$ cat config.mk
export PLATFORM = sky130hd
export DESIGN_NAME = symbol_stream_feeder_flat
export DESIGN_NICKNAME = d
export VERILOG_FILES = /design/src/rtl/symbol_stream_feeder_if.sv /design/src/rtl/symbol_stream_feeder.sv /design/src/flat_wrapper.sv
export SDC_FILE = /design/constraint.sdc
export NUM_CORES = 1
export LEC_CHECK = 0
export BUFFER_PORTS_ARGS = -buffer_cell sky130_fd_sc_hd__buf_2
export CAP_MARGIN = 20
export CORE_MARGIN = 2
export CORE_UTILIZATION = 35
export DETAILED_ROUTE_END_ITERATION = 8
export HOLD_SLACK_MARGIN = 0.12
export PLACE_DENSITY = 0.47
export SYNTH_ARGS = -nofsm -noshare
export SYNTH_HDL_FRONTEND = slang
export SYNTH_SLANG_ARGS = --single-unit
$ cat constraint.sdc
create_clock -name CLK -period 6.2 [get_ports CLK]
set_input_delay 0.93 -clock CLK [delete_from_list [all_inputs] [get_ports CLK]]
set_output_delay 0.93 -clock CLK [all_outputs]
set_load 0.005 [all_outputs]
$ cat src/rtl/symbol_stream_feeder_if.sv
// rtl/symbol_stream_feeder_if.sv - host word stream, core symbol stream and control bundle for the feeder
interface symbol_stream_feeder_if #(
    parameter int WORD_LEN = 32,
    parameter int LEN_W    = 16
);
    logic                start;
    logic [LEN_W-1:0]    seq_len;
    logic [WORD_LEN-1:0] in_word;
    logic                in_valid;
    logic                in_ready;
    logic [1:0]          symbol;
    logic                sym_valid;
    logic                BC_mode;
    logic                core_done;
    logic                busy;
    logic                done;
    logic                underrun;

    modport master (
        output start, seq_len, in_word, in_valid, core_done,
        input  in_ready, symbol, sym_valid, BC_mode, busy, done, underrun
    );

    modport slave (
        input  start, seq_len, in_word, in_valid, core_done,
        output in_ready, symbol, sym_valid, BC_mode, busy, done, underrun
    );
endinterface

$ cat src/rtl/symbol_stream_feeder.sv
// rtl/symbol_stream_feeder.sv - word FIFO plus MSB-first unpacker pacing 2-bit symbols to the core
module symbol_stream_feeder #(
    parameter int WORD_LEN   = 32,
    parameter int FIFO_AW    = 2,
    parameter int SYM_PERIOD = 2,
    parameter int LEN_W      = 16
) (
    input  logic CLK,
    input  logic RST,
    symbol_stream_feeder_if.slave bus
);
    localparam int SYMS  = WORD_LEN / 2;
    localparam int REM_W = $clog2(SYMS + 1);
    localparam int PH_W  = $clog2(SYM_PERIOD);
    localparam int DEPTH = 1 << FIFO_AW;
    localparam logic [PH_W-1:0]  PH_LAST  = PH_W'(SYM_PERIOD - 1);
    localparam logic [REM_W-1:0] REM_FULL = REM_W'(SYMS);

    typedef enum logic [1:0] {IDLE, STREAM, DRAIN, FINISH} state_t;
    state_t state, state_nx;

    logic [WORD_LEN-1:0] mem [DEPTH];
    logic [FIFO_AW:0]    wr_ptr, rd_ptr;
    logic                full, empty, push, in_ready_int;

    logic [WORD_LEN-1:0] word_r;
    logic [REM_W-1:0]    remaining;
    logic [PH_W-1:0]     phase;
    logic [LEN_W-1:0]    count, seq_len_r;
    logic [1:0]          sym_r;
    logic                done_r, underrun_r;
    logic                streaming, load, emit, stall_empty, last_slot, go;

    assign full  = (wr_ptr[FIFO_AW] != rd_ptr[FIFO_AW]) &&
                   (wr_ptr[FIFO_AW-1:0] == rd_ptr[FIFO_AW-1:0]);
    assign empty = (wr_ptr == rd_ptr);

    // in_ready looks at RST directly so the host sees no acceptance during reset
    assign in_ready_int = RST && !full && (state == IDLE || state == STREAM);
    assign push         = bus.in_valid && in_ready_int;

    assign streaming   = (state == STREAM);
    assign go          = (state == IDLE) && bus.start && (bus.seq_len != '0);
    assign load        = streaming && (remaining == '0) && !empty;
    assign emit        = streaming && (phase == '0) && (remaining != '0);
    assign stall_empty = streaming && (phase == '0) && (remaining == '0) && empty;
    assign last_slot   = streaming && (count == seq_len_r) && (phase == PH_LAST);

    always_ff @(posedge CLK) begin
        if (push) mem[wr_ptr[FIFO_AW-1:0]] <= bus.in_word;
    end

    always_ff @(posedge CLK or negedge RST) begin
        if (!RST) state <= IDLE;
        else      state <= state_nx;
    end

    always_comb begin
        state_nx = state;
        case (state)
            IDLE:    if (go) state_nx = STREAM;
            STREAM:  if (last_slot) state_nx = DRAIN;
            DRAIN:   if (bus.core_done) state_nx = FINISH;
            FINISH:  state_nx = IDLE;
            default: state_nx = IDLE;
        endcase
    end

    always_ff @(posedge CLK or negedge RST) begin
        if (!RST) begin
            wr_ptr     <= '0;
            rd_ptr     <= '0;
            word_r     <= '0;
            remaining  <= '0;
            phase      <= '0;
            count      <= '0;
            seq_len_r  <= '0;
            sym_r      <= 2'b00;
            done_r     <= 1'b0;
            underrun_r <= 1'b0;
        end else begin
            if (push) wr_ptr <= wr_ptr + 1'b1;

            // Reload during a hold cycle lands before the next phase-0 slot, so no bubble
            if (load) begin
                rd_ptr    <= rd_ptr + 1'b1;
                word_r    <= mem[rd_ptr[FIFO_AW-1:0]];
                remaining <= REM_FULL;
            end else if (emit) begin
                sym_r     <= word_r[WORD_LEN-1 -: 2];
                word_r    <= word_r << 2;
                remaining <= remaining - 1'b1;
                count     <= count + 1'b1;
            end

            if (streaming) begin
                if (phase == '0) begin
                    if (emit) phase <= PH_W'(1);
                end else if (phase == PH_LAST) begin
                    phase <= '0;
                end else begin
                    phase <= phase + 1'b1;
                end
            end

            if (go) begin
                seq_len_r <= bus.seq_len;
                count     <= '0;
                phase     <= '0;
            end

            if (stall_empty) underrun_r <= 1'b1;

            done_r <= ((state == IDLE) && bus.start && (bus.seq_len == '0)) ||
                      ((state == DRAIN) && bus.core_done);

            // Leftover symbols and prefetched words belong to the finished sequence
            if (state == FINISH) begin
                wr_ptr     <= '0;
                rd_ptr     <= '0;
                remaining  <= '0;
                underrun_r <= 1'b0;
            end
        end
    end

    assign bus.in_ready  = in_ready_int;
    assign bus.symbol    = emit ? word_r[WORD_LEN-1 -: 2] : sym_r;
    assign bus.sym_valid = emit;
    assign bus.BC_mode   = streaming;
    assign bus.busy      = (state != IDLE);
    assign bus.done      = done_r;
    assign bus.underrun  = underrun_r;
endmodule

$ cat src/flat_wrapper.sv
// flat-port wrapper written by rule: the top's interface ports become plain ports
module symbol_stream_feeder_flat 
#(
    parameter int WORD_LEN   = 32,
    parameter int FIFO_AW    = 2,
    parameter int SYM_PERIOD = 2,
    parameter int LEN_W      = 16
)
  (CLK, RST, bus_start, bus_seq_len, bus_in_word, bus_in_valid, bus_core_done, bus_in_ready, bus_symbol, bus_sym_valid, bus_BC_mode, bus_busy, bus_done, bus_underrun);
  symbol_stream_feeder_if #(.WORD_LEN(WORD_LEN), .LEN_W(LEN_W)) bus_i ();
  input  logic CLK;
  input  logic RST;
  input wire logic [$bits(bus_i.start)-1:0] bus_start;
  input wire logic [$bits(bus_i.seq_len)-1:0] bus_seq_len;
  input wire logic [$bits(bus_i.in_word)-1:0] bus_in_word;
  input wire logic [$bits(bus_i.in_valid)-1:0] bus_in_valid;
  input wire logic [$bits(bus_i.core_done)-1:0] bus_core_done;
  output wire logic [$bits(bus_i.in_ready)-1:0] bus_in_ready;
  output wire logic [$bits(bus_i.symbol)-1:0] bus_symbol;
  output wire logic [$bits(bus_i.sym_valid)-1:0] bus_sym_valid;
  output wire logic [$bits(bus_i.BC_mode)-1:0] bus_BC_mode;
  output wire logic [$bits(bus_i.busy)-1:0] bus_busy;
  output wire logic [$bits(bus_i.done)-1:0] bus_done;
  output wire logic [$bits(bus_i.underrun)-1:0] bus_underrun;
  assign bus_i.start = bus_start;
  assign bus_i.seq_len = bus_seq_len;
  assign bus_i.in_word = bus_in_word;
  assign bus_i.in_valid = bus_in_valid;
  assign bus_i.core_done = bus_core_done;
  assign bus_in_ready = bus_i.in_ready;
  assign bus_symbol = bus_i.symbol;
  assign bus_sym_valid = bus_i.sym_valid;
  assign bus_BC_mode = bus_i.BC_mode;
  assign bus_busy = bus_i.busy;
  assign bus_done = bus_i.done;
  assign bus_underrun = bus_i.underrun;
  symbol_stream_feeder #(.WORD_LEN(WORD_LEN), .FIFO_AW(FIFO_AW), .SYM_PERIOD(SYM_PERIOD), .LEN_W(LEN_W)) u_core (.CLK(CLK), .RST(RST), .bus(bus_i));
endmodule
# After elaboration in Yosys (flattened, before gate mapping)
# Memories as Yosys holds them, arrays and structs flattened.
# Cells that the tools add are included.
[word_totals]
output_inout_bits = 8
inputBits = 53
memories = 1
latch_bits = 0
reg_bits = 82
mem_bits_ro = 0
ram_bits = 128
[mem_list]
columns = ["memory", "depth", "width", "read_ports", "rd_ports_with_merged_regs", "write_ports", "line", "rtl"]
rows = [
  ["u_core.mem", 4, 32, 1, 0, 1, "symbol_stream_feeder.sv:22", "logic [WORD_LEN-1:0] mem [DEPTH];"],
]
[classes]
shifts = 0
bitwise_logic = 1
add_sub_neg = 4
mux = 25
n_lt_le_gt_ge = 0
n_reduce_logical = 35
n_mul = 0
div_mod_pow = 0
n_eq_ne = 11
[ops]
columns = ["op", "n"]
rows = [
  ["32-bit 2-to-1 mux", 2],
  ["16-bit 2-to-1 mux", 3],
  ["16-bit by 1-bit adder with 16-bit output (second input constant)", 1],
  ["16-bit == test", 1],
  ["1-bit logical AND", 16],
  ["16-bit logical NOT", 1],
  ["16-bit nonzero test", 1],
  ["5-bit 2-to-1 mux", 3],
  ["2-bit nonzero test", 7],
  ["3-bit 2-to-1 mux", 4],
  ["1-bit 2-to-1 mux", 8],
  ["2-bit 2-to-1 mux", 4],
  ["2-bit case mux with 4 select lines", 1],
  ["3-bit by 1-bit adder with 3-bit output (second input constant)", 2],
  ["2-bit inequality test (second input constant)", 3],
  ["5-bit logical NOT", 1],
  ["5-bit nonzero test", 1],
  ["5-bit by 1-bit subtractor with 5-bit output (second input constant)", 1],
  ["2-bit == test (second input constant)", 2],
  ["3-bit == test", 1],
  ["3-bit AND reduction", 1],
  ["3-bit nonzero test", 1],
  ["2-bit by 1-bit == test with 1-bit output (second input constant)", 1],
  ["2-bit == test", 1],
  ["7 further kinds", 9],
]

# Logic depth before layout (Yosys ltp)
[logic_depth]
word_depth = 8
mapped_depth = 9

# Worst setup path before layout
# OpenSTA, ideal clock, no wires.
[synth_path]
path_type = "in2reg"
start = "input port RST"
end = "register u_core.wr_ptr[2]"
path_stages = 5
arrival_time_ns = 2.474
path_slack_ns = 3.608
path_cell_list = "o21ai_0 -> a31oi_2 -> and3_1 -> xor2_1 -> nor2b_1"
[synth_between]
elab_chain_len = 4
[synth_lines]
columns = ["item", "line", "rtl"]
rows = [
  ["start: declaration", "flat_wrapper.sv:12", "input logic RST;"],
  ["1-bit logical AND (2 in series)", "symbol_stream_feeder.sv:39", "assign in_ready_int = RST && !full && (state == IDLE || state == STREAM);"],
  ["via bus_in_ready", "flat_wrapper.sv:18", "output wire logic [$bits(bus_i.in_ready)-1:0] bus_in_ready;"],
  ["1-bit logical AND", "symbol_stream_feeder.sv:40", "assign push = bus.in_valid && in_ready_int;"],
  ["2-bit nonzero test (no line)", "-", ""],
  ["end signal: assignment", "symbol_stream_feeder.sv:82", "if (push) wr_ptr <= wr_ptr + 1'b1;"],
  ["end: declaration", "symbol_stream_feeder.sv:23", "logic [FIFO_AW:0] wr_ptr, rd_ptr;"],
]
# The timed path passes the listed nets, and every way through them passes these cells.
# A chain may end at the register's enable or synchronous reset.

# Worst setup path in the final report
[layout_path]
start = "register u_core.state[1]"
end = "output port bus_symbol[1]"
[layout_between]
elab_chain_len = 4
[layout_lines]
columns = ["item", "line", "rtl"]
rows = [
  ["start: declaration", "symbol_stream_feeder.sv:20", "state_t state, state_nx;"],
  ["start signal: assignment", "symbol_stream_feeder.sv:55", "else state <= state_nx;"],
  ["2-bit by 1-bit == test with 1-bit output", "symbol_stream_feeder.sv:42", "assign streaming = (state == STREAM);"],
  ["1-bit logical AND (2 in series)", "symbol_stream_feeder.sv:45", "assign emit = streaming && (phase == '0) && (remaining != '0);"],
  ["2-bit 2-to-1 mux", "symbol_stream_feeder.sv:128", "assign bus.symbol = emit ? word_r[WORD_LEN-1 -: 2] : sym_r;"],
  ["end: declaration", "flat_wrapper.sv:19", "output wire logic [$bits(bus_i.symbol)-1:0] bus_symbol;"],
]
# Every way passes these cells.

==> flow_metrics.tcl <==
set metrics [dict create \
    status "finished clean" \
    p_sw_w 0.001307 \
    grt_pass1_wl_um 28540 \
    startpoint_type "register" \
    relSlewSlack_pct 47.07 \
    grt_use_total_pct 13.93 \
    crit_path_frequent_cell "nand2_1" \
    vias 4887 \
    antenna_found_initial 0 \
    first_pass_iters 4 \
    min_period_ns 3.586 \
    wire_per_inst_um 18.18 \
    grt_max_degree 51 \
    grt_setup_unrepaired "no" \
    final_nets 701 \
    reg2reg_depth 7 \
    path_class "reg -> out" \
    place.gp.congestion 0.7281 \
    power_frac_seq_pct 43.3 \
    cts.sinks 210 \
    critPathArrivalTime_ns 2.66 \
    power_density_nw_per_um2 426.1 \
    chipWidth_um 161.7 \
    pwr-share-comb_pct 25.0 \
    drive_gt1_share_pct 25.23 \
    htree_levels 1 \
    ir_drop_mv 0.1786 \
    cp_slowest_cell "inv_2" \
    fin_skew_ns 0.01532 \
    clkPwrFrac_pct 31.8 \
    ys_types 42 \
    post_cts_buffers 0 \
    fin_crit_sh_pct 57.84 \
    final_cell_mix "edfxtp_1 (128), dfrtp_1 (81), buf_2 (59)" \
    r2r_slack_ns 3.50 \
    end_kind "output port" \
    required_ns 5.27 \
    drv_slew 0 \
    worstMarginPinSlew_ns 0.7940 \
    num-fill-cells 2303 \
    fin_util_pct 41.56 \
    r2r_start "u_core.rd_ptr[0]" \
    synth_edf_count 128 \
    ys_ff_latch 210 \
    layout_commonest_cell "edfxtp_1" \
    ys_dominant_reg_cell "edfxtp_1" \
    synth_xor_xnor_area_share_pct 4.128 \
    syn_nets 632 \
    path_max_fanout 39 \
    die_h_um 161.7 \
    synthSimpleGateAreaFrac_pct 9.118 \
    synthMuxAreaShare_pct 10.71 \
    syn_area_um2 8700 \
    path_clk_slew_ns 0.06 \
    post_cts_resized 0 \
    first_global_vias 5132 \
    clk_latency_ns 0.53 \
    p_sw_share_pct 30.27 \
    dieArea_um2 26130 \
    synthArstFlopShare_pct 39.05 \
    max-cap-violations 0 \
    synth_top_cell_area_share_pct 44.18 \
    cts_tree "done" \
    yosys.area_share.adder_pct 1.726 \
    num_antenna_cells 0 \
    ant_nets 0 \
    startpoint "u_core.state[1]" \
    hpwl_um 10470 \
    start_util_pct 35.67 \
    drc_errors 0 \
    ys_seq_area_share_pct 67.77 \
    p_leak_nw 3.935 \
    cts_hold_buf 0 \
    io_buffers 60 \
    finalSetupViolCount 0 \
    cpPeakStageDelay_ns 0.56 \
    synth_top_family_by_area "multiplexers" \
    cts_buffers 24 \
    core_um2 24390 \
    synth.avg_cell_area_um2 15.34 \
    rows 57 \
    yosysWarningCount 0 \
    synth_top_cell_by_area "edfxtp_1" \
    clockRootBuffer "clkbuf_16" \
    clk_path_buf_depth 3 \
    crit_chain "inv_1 -> ha_1 -> and2b_1 -> o21ai_4 -> inv_2 -> nand2_1 -> nand2_1 -> buf_2" \
    ios 61 \
    hold_violations 0 \
    synthCells 567 \
    setup-tns-final_ns 0 \
    max_freq_mhz 278.9 \
    first_iter_violations 268 \
    synth.area.top_cells "edfxtp_1 (44%), dfrtp_1 (24%), mux4_2 (8.3%)" \
    wirelength_um 17780 \
    p_int_w 0.003012 \
    synth_compound_area_share_pct 4.286 \
    hold_class "in -> async" \
    vias_per_cell 4.997 \
    gr-total-overflow 0 \
    syn2layout_area_growth_pct 16.52 \
]
-- through the flow --
step	hold slack (ns)	total power [W]	setup WS, ns	instance area [um^2]	cells
after global routing	0.3823	0.004578	2.403	10140	978
after global placement	0.4658	0.002973	3.185	9358	934
final	0.3552	0.004320	2.614	10140	978
after CTS	0.3613	0.004393	2.580	10140	978
after floorplan	0.4394	0.002687	3.608	8700	567
after detailed placement	0.4565	0.003003	3.134	9358	934
-- Yosys cell counts, drive strengths merged (2+ instances only) --
cell,count
edfxtp,128
dfrtp,82
nand2,56
nand3,40
mux4,32
a22oi,30
nor2,26
buf,22
xor2,22
xnor2,19
mux2,17
ha,12
nor3,12
inv,11
nor4,9
and3,6
clkbuf,6
a21oi,5
o21ai,5
and4,3
nand4,3
nor2b,3
o211ai,3
a31oi,2
mux2i,2
nand2b,2
-- final cells by class --
class,count,area [um^2],area share [%]
Timing Repair Buffer,71,385.4,3.802
Multi-Input combinational cell,318,2629,25.93
Tap cell,324,405.4,3.999
Clock buffer,31,636.9,6.282
Inverter,11,41.29,0.4073
Clock inverter,13,142.6,1.407
Sequential cell,210,5897,58.17
-- worst paths after layout --
kind | end
max | bus_symbol[1]
max reg2reg | u_core.wr_ptr[2]
min reg2reg | u_core.sym_r[0]
min in group CLK | u_core.sym_r[0]
min | u_core.word_r[26]
max in group asynchronous | u_core.rd_ptr[0]
-- power by group through the flow --
stage	sequential, W	combinational, W	clock (W)
2_1_floorplan	0.00185	0.000832	0
3_3_place_gp	0.00189	0.00108	0
3_5_place_dp	0.00190	0.00111	0
4_1_cts	0.00187	0.00111	0.00141
5_1_grt	0.00190	0.00122	0.00146
6_report	0.00187	0.00108	0.00137
-- cells by family after synthesis --
kind of cell	Yosys count
and+or+nand+nor	164
muxes	51
AOI/OAI and AO/OA	50
xor gates and xnor gates	41
DFF	210
buffers and inverters	39
adders and majority gates	12
-- flip-flops by register name (all words and copies together) (netlist names) --
register and count:
u_core.wr_ptr 3, u_core.rd_ptr 3, u_core.remaining 5, u_core.bus.underrun 1
u_core.bus.done 1, u_core.state 2, u_core.phase 1, u_core.word_r 32
u_core.sym_r 2, u_core.count 16, u_core.seq_len_r 16, u_core.mem 128
-- critical path: cells and delay by family, from the launching register on --
family | cells | cell delay (ns)
buf+inv | 3 | 0.79
simple gates | 3 | 0.51
flops | 1 | 0.43
fa+ha+maj | 1 | 0.32
compound gates | 1 | 0.08
-- per-layer routing --
layer / GRT usage (%) / routed length, um / vias to the layer above / share of wire, %
met2: 24.67 / 8965 / 91 / 50
met3: 2.171 / 595 / 28 / 3.3
met5: 0 / 0 / - / 0
met1: 18.08 / 7810 / 2494 / 44
li1: - / - / 2274 / -
met4: 3.339 / 405 / 0 / 2.3
Power figures use the tool's default switching activity.
